### src/rtl/orion_pkg.sv
// Shared types and constants for the Orion-PRO ROM-disk PPI responder.
package orion_pkg;

    typedef enum logic [1:0] {
        PPI_A    = 2'd0,
        PPI_B    = 2'd1,
        PPI_C    = 2'd2,
        PPI_CTRL = 2'd3
    } ppi_port_e;

    typedef enum logic {
        IDLE  = 1'b0,
        FETCH = 1'b1
    } romdisk_state_e;

    // CTRL register: bit7 selects mode-set, otherwise bit set/reset on port C.
    localparam int CTRL_MODE_BIT    = 7;
    localparam int CTRL_BSR_IDX_HI  = 3;
    localparam int CTRL_BSR_IDX_LO  = 1;
    localparam int CTRL_BSR_VAL_BIT = 0;

    localparam logic [7:0] IDLE_BYTE = 8'hFF;

endpackage

### src/rtl/orion_romdisk_fetch.sv
// Prefetch engine: launches a memory fetch whenever the disk address changes,
// tracks data validity and flags fetches that exceed MAX_LAT cycles.
module orion_romdisk_fetch
    import orion_pkg::*;
#(
    parameter int MEM_AW  = 24,
    parameter int MAX_LAT = 64
) (
    input  logic              i_clk,
    input  logic              i_reset_n,
    input  logic              i_addr_change,
    input  logic [MEM_AW-1:0] i_next_addr,
    input  logic              i_mem_ack,
    input  logic [7:0]        i_mem_data,
    output logic              o_mem_req,
    output logic [MEM_AW-1:0] o_mem_addr,
    output logic              o_valid,
    output logic [7:0]        o_data,
    output logic              o_err_timeout
);

    localparam int               CNT_W      = (MAX_LAT > 1) ? $clog2(MAX_LAT) : 1;
    localparam logic [CNT_W-1:0] CNT_LAST   = CNT_W'((MAX_LAT > 0) ? MAX_LAT - 1 : 0);
    localparam bit               TIMEOUT_EN = (MAX_LAT > 0);

    romdisk_state_e    state_q, state_d;
    logic              req_q, req_d;
    logic [MEM_AW-1:0] addr_q, addr_d;
    logic              dirty_q, dirty_d;
    logic              valid_q, valid_d;
    logic [7:0]        data_q, data_d;
    logic [CNT_W-1:0]  cnt_q, cnt_d;
    logic              to_q, to_d;
    logic              err_q, err_d;
    logic              stale;
    logic              launch;

    // An address write in the current cycle counts as stale immediately, so a
    // simultaneous ack is discarded and the relaunch uses the new address.
    assign stale = dirty_q | i_addr_change;

    always_comb begin
        state_d = state_q;
        req_d   = req_q;
        addr_d  = addr_q;
        dirty_d = stale;
        valid_d = valid_q & ~i_addr_change;
        data_d  = data_q;
        cnt_d   = cnt_q;
        to_d    = to_q;
        err_d   = 1'b0;
        launch  = 1'b0;

        case (state_q)
            IDLE: begin
                launch = stale;
            end
            FETCH: begin
                if (i_mem_ack) begin
                    if (stale) begin
                        launch = 1'b1;
                    end else begin
                        if (!to_q) begin
                            data_d  = i_mem_data;
                            valid_d = 1'b1;
                        end
                        state_d = IDLE;
                        req_d   = 1'b0;
                    end
                end else if (!to_q) begin
                    if (TIMEOUT_EN && (cnt_q == CNT_LAST)) begin
                        err_d   = 1'b1;
                        to_d    = 1'b1;
                        data_d  = IDLE_BYTE;
                        valid_d = ~stale;
                    end else begin
                        cnt_d = cnt_q + 1'b1;
                    end
                end
            end
            default: state_d = IDLE;
        endcase

        if (launch) begin
            state_d = FETCH;
            req_d   = 1'b1;
            addr_d  = i_next_addr;
            dirty_d = 1'b0;
            cnt_d   = '0;
            to_d    = 1'b0;
        end
    end

    // NOTE: sequential state uses non-blocking assignments only; all next-state
    // math lives in the always_comb above.
    always_ff @(posedge i_clk) begin
        if (!i_reset_n) begin
            state_q <= IDLE;
            req_q   <= 1'b0;
            addr_q  <= '0;
            dirty_q <= 1'b1;
            valid_q <= 1'b0;
            data_q  <= IDLE_BYTE;
            cnt_q   <= '0;
            to_q    <= 1'b0;
            err_q   <= 1'b0;
        end else begin
            state_q <= state_d;
            req_q   <= req_d;
            addr_q  <= addr_d;
            dirty_q <= dirty_d;
            valid_q <= valid_d;
            data_q  <= data_d;
            cnt_q   <= cnt_d;
            to_q    <= to_d;
            err_q   <= err_d;
        end
    end

    assign o_mem_req     = req_q;
    assign o_mem_addr    = addr_q;
    assign o_valid       = valid_q;
    assign o_data        = data_q;
    assign o_err_timeout = err_q;

endmodule

### src/rtl/orion_romdisk_ppi.sv
// Orion-PRO ROM-disk 8255-style port responder: CPU-visible B/C/CTRL registers,
// read mux and wait generation around the prefetch engine.
module orion_romdisk_ppi
    import orion_pkg::*;
#(
    parameter int                MEM_AW  = 24,
    parameter logic [MEM_AW-1:0] BASE    = '0,
    parameter int                MAX_LAT = 64
) (
    input  logic              i_clk,
    input  logic              i_reset_n,
    input  logic              i_cs,
    input  logic              i_wr,
    input  logic              i_rd,
    input  logic [1:0]        i_addr,
    input  logic [7:0]        i_data,
    output logic [7:0]        o_data,
    output logic              o_wait,
    output logic              o_mem_req,
    output logic [MEM_AW-1:0] o_mem_addr,
    input  logic              i_mem_ack,
    input  logic [7:0]        i_mem_data,
    output logic              o_err_timeout
);

    ppi_port_e         port;
    logic              wr_en;
    logic [7:0]        reg_b_q, reg_b_d;
    logic [7:0]        reg_c_q, reg_c_d;
    logic              addr_change;
    logic [MEM_AW-1:0] next_addr;
    logic              fetch_valid;
    logic [7:0]        fetch_data;
    logic [7:0]        rd_data;

    assign port  = ppi_port_e'(i_addr);
    assign wr_en = i_cs & i_wr;

    // NOTE: every variable written here gets a default first, so no latch is inferred.
    always_comb begin
        reg_b_d     = reg_b_q;
        reg_c_d     = reg_c_q;
        addr_change = 1'b0;
        if (wr_en) begin
            case (port)
                PPI_B: begin
                    reg_b_d     = i_data;
                    addr_change = 1'b1;
                end
                PPI_C: begin
                    reg_c_d     = i_data;
                    addr_change = 1'b1;
                end
                PPI_CTRL: begin
                    if (i_data[CTRL_MODE_BIT]) begin
                        reg_b_d = '0;
                        reg_c_d = '0;
                    end else begin
                        reg_c_d[i_data[CTRL_BSR_IDX_HI:CTRL_BSR_IDX_LO]] = i_data[CTRL_BSR_VAL_BIT];
                    end
                    addr_change = 1'b1;
                end
                default: ;
            endcase
        end
    end

    always_ff @(posedge i_clk) begin
        if (!i_reset_n) begin
            reg_b_q <= '0;
            reg_c_q <= '0;
        end else begin
            reg_b_q <= reg_b_d;
            reg_c_q <= reg_c_d;
        end
    end

    // Fetch address follows the register values being written this cycle, so a
    // write launches its fetch on the very next cycle.
    assign next_addr = BASE + MEM_AW'({reg_c_d, reg_b_d});

    orion_romdisk_fetch #(
        .MEM_AW  (MEM_AW),
        .MAX_LAT (MAX_LAT)
    ) u_fetch (
        .i_clk         (i_clk),
        .i_reset_n     (i_reset_n),
        .i_addr_change (addr_change),
        .i_next_addr   (next_addr),
        .i_mem_ack     (i_mem_ack),
        .i_mem_data    (i_mem_data),
        .o_mem_req     (o_mem_req),
        .o_mem_addr    (o_mem_addr),
        .o_valid       (fetch_valid),
        .o_data        (fetch_data),
        .o_err_timeout (o_err_timeout)
    );

    always_comb begin
        rd_data = IDLE_BYTE;
        if (i_cs && i_rd) begin
            case (port)
                PPI_A:   rd_data = fetch_data;
                PPI_B:   rd_data = reg_b_q;
                PPI_C:   rd_data = reg_c_q;
                default: rd_data = IDLE_BYTE;
            endcase
        end
    end

    assign o_data = rd_data;
    assign o_wait = i_cs & i_rd & (port == PPI_A) & ~fetch_valid;

endmodule

### config.mk
export PLATFORM = sky130hd
export DESIGN_NAME = orion_romdisk_ppi
export DESIGN_NICKNAME = d
export VERILOG_FILES = /design/src/rtl/orion_pkg.sv /design/src/rtl/orion_romdisk_fetch.sv /design/src/rtl/orion_romdisk_ppi.sv
export SDC_FILE = /design/constraint.sdc
export NUM_CORES = 1
export LEC_CHECK = 0
export CORE_AREA = 4 4 69 134
export DETAILED_ROUTE_END_ITERATION = 7
export DIE_AREA = 0 0 73 138
export PLACE_DENSITY_LB_ADDON = 0.1
export SYNTH_ARGS = -nofsm -noshare
export SYNTH_HDL_FRONTEND = slang
export SYNTH_HIERARCHICAL = 1
export SYNTH_SLANG_ARGS = --single-unit
### constraint.sdc
create_clock -name i_clk -period 2.5 [get_ports i_clk]
set_input_delay 0.5 -clock i_clk [delete_from_list [all_inputs] [get_ports i_clk]]
set_output_delay 0.5 -clock i_clk [all_outputs]
set_load 0.01 [all_outputs]
# Word level (Yosys, flattened, before mapping)
# Cells that the tools add are included.
[totals]
elab_cells = 86
reg_bits = 52
in_bits = 24
output_inout_bits = 35
[op_classes]
n_bitwise = 14
n_eq_ne = 8
order_cmp = 2
n_addsub = 1
mux = 37
reduce_logical = 13
[ops]
columns = ["operator", "n"]
rows = [
  ["two-way mux 8 bit", 10],
  ["case mux 8 bit (2 select lines)", 2],
  ["case mux 8 bit (3 select lines)", 1],
  ["two-way mux 1 bit", 21],
  ["bitwise mux 8 bit", 1],
  ["inequality test 2 bit, second input constant", 4],
  ["NOT 1 bit", 8],
  ["adder 6 x 1 -> 6 bit, second input constant", 1],
  ["equality test 6 bit, second input constant", 1],
  ["nonzero test 2 bit", 3],
  ["AND 1 bit", 5],
  ["AND reduction 5 bit", 1],
  ["equality test 2 bit, second input constant", 2],
  ["less-than comparator 3 x 4 -> 1 bit, second input constant", 1],
  ["AND reduction 4 bit", 1],
  ["OR reduction 4 bit", 1],
  ["demux 1 bit (select 3 bit)", 1],
  ["greater-or-equal comparator 3 x 1 -> 1 bit, second input constant", 1],
  ["AND reduction 3 bit", 1],
  ["OR reduction 3 bit", 1],
  ["equality test 2 x 1 -> 1 bit, second input constant", 1],
  ["logical AND 1 bit", 2],
  ["logical NOT 2 bit", 1],
  ["case mux 1 bit (2 select lines)", 1],
  ["3 further kinds", 3],
]

# Depth between registers and ports, before layout
[logic_depth]
word_depth = 10
mapped_depth = 9
mapped_depth_nobuf = 6

# Modules after synthesis
# The synthesis kept the hierarchy.
[modules_own_cells]
columns = ["module", "area_per_inst_um2", "instances", "cells_each", "seq_area_each_um2"]
rows = [
  ["orion_romdisk_fetch", 1682.9, 1, 199, 880.8],
  ["orion_romdisk_ppi", 1096.1, 1, 134, 320.3],
]

# Least setup slack after synthesis
# OpenSTA, ideal clock, no wires.
[synth_path]
kind = "input to register"
start = "in i_addr[1]"
end = "reg u_fetch.data_q[0], in the netlist u_fetch/o_data[0]"
n_path_buf = 2
arrival_time_ns = 1.820
path_slack_ns = 0.607
required_ns = 2.427
path_stages = 8
cell_sequence = "buf_4 nand3_1 buf_2 nand2_1 nor2_1 nand4b_1 nand2_1 mux2i_1"
[synth_between]
elab_chain_cells = 7
[synth_rtl]
columns = ["element", "line_no", "source"]
rows = [
  ["start, declared", "orion_romdisk_ppi.sv:15", "input logic [1:0] i_addr,"],
  ["equality test 2 bit / equality test 2 x 1 -> 1 bit (equally long branches)", "orion_romdisk_ppi.sv:45", "case (port)"],
  ["OR reduction 3 bit (no line) *", "-", ""],
  ["two-way mux 1 bit *", "orion_romdisk_ppi.sv:45", ""],
  ["two-way mux 1 bit *", "orion_romdisk_ppi.sv:44", "if (wr_en) begin"],
  ["named net addr_change", "orion_romdisk_ppi.sv:30", "logic addr_change;"],
  ["OR 1 bit *", "orion_romdisk_fetch.sv:40", "assign stale = dirty_q | i_addr_change;"],
  ["inequality test 2 bit (no line)", "-", ""],
  ["AND reduction 5 bit (no line) *", "-", ""],
  ["end signal, assigned", "orion_romdisk_fetch.sv:113", "data_q <= data_d;"],
  ["end, declared", "orion_romdisk_fetch.sv:31", "logic [7:0] data_q, data_d;"],
]
# The timed path passes the listed nets; every way through them passes the cells marked *.
# A chain may end at the register's enable or synchronous reset.

# Final worst setup path
[layout_path]
start = "in i_addr[0]"
end = "out o_data[2]"
[layout_between]
elab_chain_cells = 3
[layout_rtl]
columns = ["element", "line_no", "source"]
rows = [
  ["equality test 2 bit, or another cell as far along", "orion_romdisk_ppi.sv:102", "case (port)"],
  ["case mux 8 bit (3 select lines) *", "orion_romdisk_ppi.sv:102", ""],
  ["two-way mux 8 bit *", "orion_romdisk_ppi.sv:101", "if (i_cs && i_rd) begin"],
  ["end, declared", "orion_romdisk_ppi.sv:17", "output logic [7:0] o_data,"],
]
# Mark *: on every way between the ends. The rest lies on a longest branch, timed or not.

==> flow_summary.ini <==
[power]
share_comb_of_total_power_pct = 12.6
totalPowerFinal_mw = 2.56
power.share.clock_pct = 48.2
power_density_nw_per_um2 = 650
power.share.switching_pct = 25.3
p_switching_mw = 0.650
power.leakage_nw = 1.51
maximum_resistive_drop_on_vdd_v = 0.000536
cell_internal_pwr_mw = 1.91
power.sequential.fraction_pct = 39.2

[route]
first_pass_iters = 4
initial_drc_count = 165
antenna_violating_nets_post_route = 0
via_count = 2640
via_per_inst = 5.07
routedWlPerCell_um = 16.2
totalWireLength_mm = 8.47
drt_drc_violations_left = 0

[finish]
final_design_area_no_fill_sq_um = 3950
drive_gt1_share_pct = 12.3
nets = 443
syn_to_final_growth_pct = 42.0
layout.core_utilization_pct = 47.6
antenna_cells_inserted = 0

[placed_design]
finalWeightedCongestion = 0.870
placed_area_sq_um = 3650
half_perimeter_wire_length_after_placement_mm = 6.55
io_buffers = 58

[flow_run]
max_cap_violations = 0

[cts]
cts_made_buffers = 9
cts_tree = done
numClockSinks = 60
cts_max_path_buffers = 2
clk_latency_ns = 0.33
cts.reportedPaths.clkPinSlew_ns = 0.05
cts.root.buffer_cell = clkbuf_16
ctsHtreeMaxLevel = 3
cts_hold_buf = 0
setup_fix_buffers_added_after_clock_tree_synthesis = 0

[floorplan]
ioPinCount = 59
initial_core_util_pct = 33.5
core_sq_um = 8290
dieArea_sq_um = 10100
die_width_um = 73
vertical_die_dimension_um = 138
rows = 47

[worst_setup_path]
critPathKind = in2out
critical_path.max_fanout = 7
ff2ff_setup_slack_ns = 0.91
setup.worst_path.start = i_addr[0]
reg2reg_to = u_fetch/o_data[6]$_SDFFE_PN1P_
worst_ep_required_time_ns = 2.00
r2r.worst_path.cells = 6
worst_setup_path_endpoint = o_data[2]
regToRegStartpoint = u_fetch/cnt_q[0]$_SDFFE_PP0P_
timing.critical_path.arrival_ns = 1.89
worstSetupEndpointType = output port
timing.critical_path.from_type = input pin

[sta]
final_hold_viol_count = 0
clock.fmax_ghz = 0.418
period_minus_slack_ns = 2.39
final.setup_skew_ns = 0.00520
drv_slew = 0
post-route-period-util_pct = 95.7
unrepaired_setup_endpoints_after_global_routing = false
setup-violations-final = 0

[global_routing]
global_route_usage_over_all_layers_pct = 17.7
grt_pass1_wl_mm = 13.4
grt_overflow = 0
first_global_vias = 2711
grt_start_max_net_pins = 25
antenna_found_initial = 0

[synth]
synth_top_cells_by_count = 60 x dfxtp_1, 57 x nand2_1, 42 x a21oi_1
synth.distinct_cells = 47
ys_async_sr_fraction_pct = 0
post_synth_inst_count = 333
sequential_share_of_the_synthesized_area_pct = 43.2
synth_top_area_share_pct = 43.2
synth_area_per_cell_sq_um = 8.35
synth_flop_cell = dfxtp_1
netlist_top_cells_area = dfxtp_1 43%, mux2i_1 7.9%, nand2_1 7.7%
postSynthRegisterBits = 60
ys.warnings.count = 6
synth_most_common_cell = dfxtp_1
synthDominantAreaCellType = dfxtp_1
mappedNetlistArea_sq_um = 2780
synth_edf_count = 0

[run_status]
run_status = finished, final reports clean

[hold_path]
worstHoldPathType = reg2reg
[cell families (layout without fill, tap and decap cells)]
group	Yosys count	count (layout)	share of synthesized area [%]
simple gates	137	137	24.2
compound gates	87	87	19.2
flops	60	60	43.2
buf+inv	23	106	4.23
mux	22	22	7.92
xor+xnor	2	2	0.630
fa+ha+maj	1	1	0.450
other cells	1	8	0.135
[metrics by stage]
stage | worst slack, ns | hold slack [ns] | setup TNS (ns) | instances
2_1_floorplan | 0.607 | 0.475 | 0 | 340
3_3_place_gp | -0.207 | 0.442 | -1.55 | 505
3_5_place_dp | -0.201 | 0.446 | -1.64 | 505
4_1_cts | 0.0957 | 0.454 | 0 | 521
5_1_grt | 0.0108 | 0.477 | 0 | 521
6_report | 0.109 | 0.453 | 0 | 521
[metal layers]
metal  GRT usage (%)  share of wire [%]
met2            31.1                 54
met1            17.7                 37
met4            11.4                4.3
met3            4.07                4.5
met5               0                  0
[cells in the final DEF (no fill, tap or decap), types with 2 or more instances in the layout]
cell type        instances
a21o_1                   3
a21oi_1                 42
a22o_1                   8
a22oi_1                  5
a311oi_1                 2
and2_1                  17
and3b_1                  2
and4b_1                  2
buf_12                   3
buf_4                   25
clkbuf_16                9
clkdlybuf4s50_1         48
clkinvlp_4               5
conb_1                   8
dfxtp_1                 60
dlygate4sd2_1            9
inv_1                    4
mux2i_1                 22
nand2_1                 56
nand3_1                  7
nand3b_1                 3
nor2_1                  26
nor2_2                   2
nor3_1                   4
nor3b_1                  5
nor4_1                   2
o21ai_0                 13
o21ai_1                  5
xnor2_1                  2
[area by class of cell]
class / instances / area, sq um
fill: 837 / 4350
clock inverter: 7 / 76.3
timing repair buffer: 85 / 807
clock buffer: 9 / 225
sequential: 60 / 1200
tap: 98 / 123
inverter: 5 / 18.8
multi-input combinational: 257 / 1490
[power by group through the flow]
stage               Sequential (mW)  Clock (mW)  Combinational, mW
floorplan                      1.03           0              0.151
finish                         1.00        1.24              0.324
global placement               1.03           0              0.331
detailed placement             1.03           0              0.332
CTS                            1.00        1.27              0.328
global route                   1.01        1.30              0.356
[critical path, cell delays in order]
cell             delay, ns
clkdlybuf4s50_1       0.48
nand2_2               0.10
nand3_1               0.11
buf_4                 0.17
a21oi_1               0.13
o21ai_0               0.11
dlygate4sd2_1         0.29
[repair_timing]
| action | in CTS | in global routing |
|---|---|---|
| pin swaps | 0 | 0 |
| setup endpoints to repair | 9 | 1 |
| resized for setup | 11 | 1 |
[worst min-delay path by stage]
| stage | slack [ns] | to | cells past startpoint | start |
|---|---|---|---|---|
| floorplan | 0.47 | u_fetch/cnt_q[2]$_SDFFE_PP0P_ | 2 | u_fetch/cnt_q[2]$_SDFFE_PP0P_ |
| global placement | 0.44 | u_fetch/o_mem_addr[20]$_SDFFE_PN0P_ | 2 | u_fetch/o_mem_addr[20]$_SDFFE_PN0P_ |
| detailed placement | 0.45 | u_fetch/o_mem_addr[16]$_SDFFE_PN0P_ | 2 | u_fetch/o_mem_addr[16]$_SDFFE_PN0P_ |
| CTS | 0.45 | u_fetch/o_mem_addr[16]$_SDFFE_PN0P_ | 2 | u_fetch/o_mem_addr[16]$_SDFFE_PN0P_ |
| global route | 0.48 | u_fetch/o_mem_addr[1]$_SDFFE_PN0P_ | 2 | u_fetch/o_mem_addr[1]$_SDFFE_PN0P_ |
| finish | 0.45 | u_fetch/o_mem_addr[2]$_SDFFE_PN0P_ | 2 | u_fetch/o_mem_addr[2]$_SDFFE_PN0P_ |
[sequential cells by signal (all words and copies together) (netlist names), 6 cells and up]
register / flops
u_fetch/o_data: 8
reg_b_q: 8
reg_c_q: 8
u_fetch/o_mem_addr: 24
u_fetch/cnt_q: 6
(Power assumes the default switching activity.)
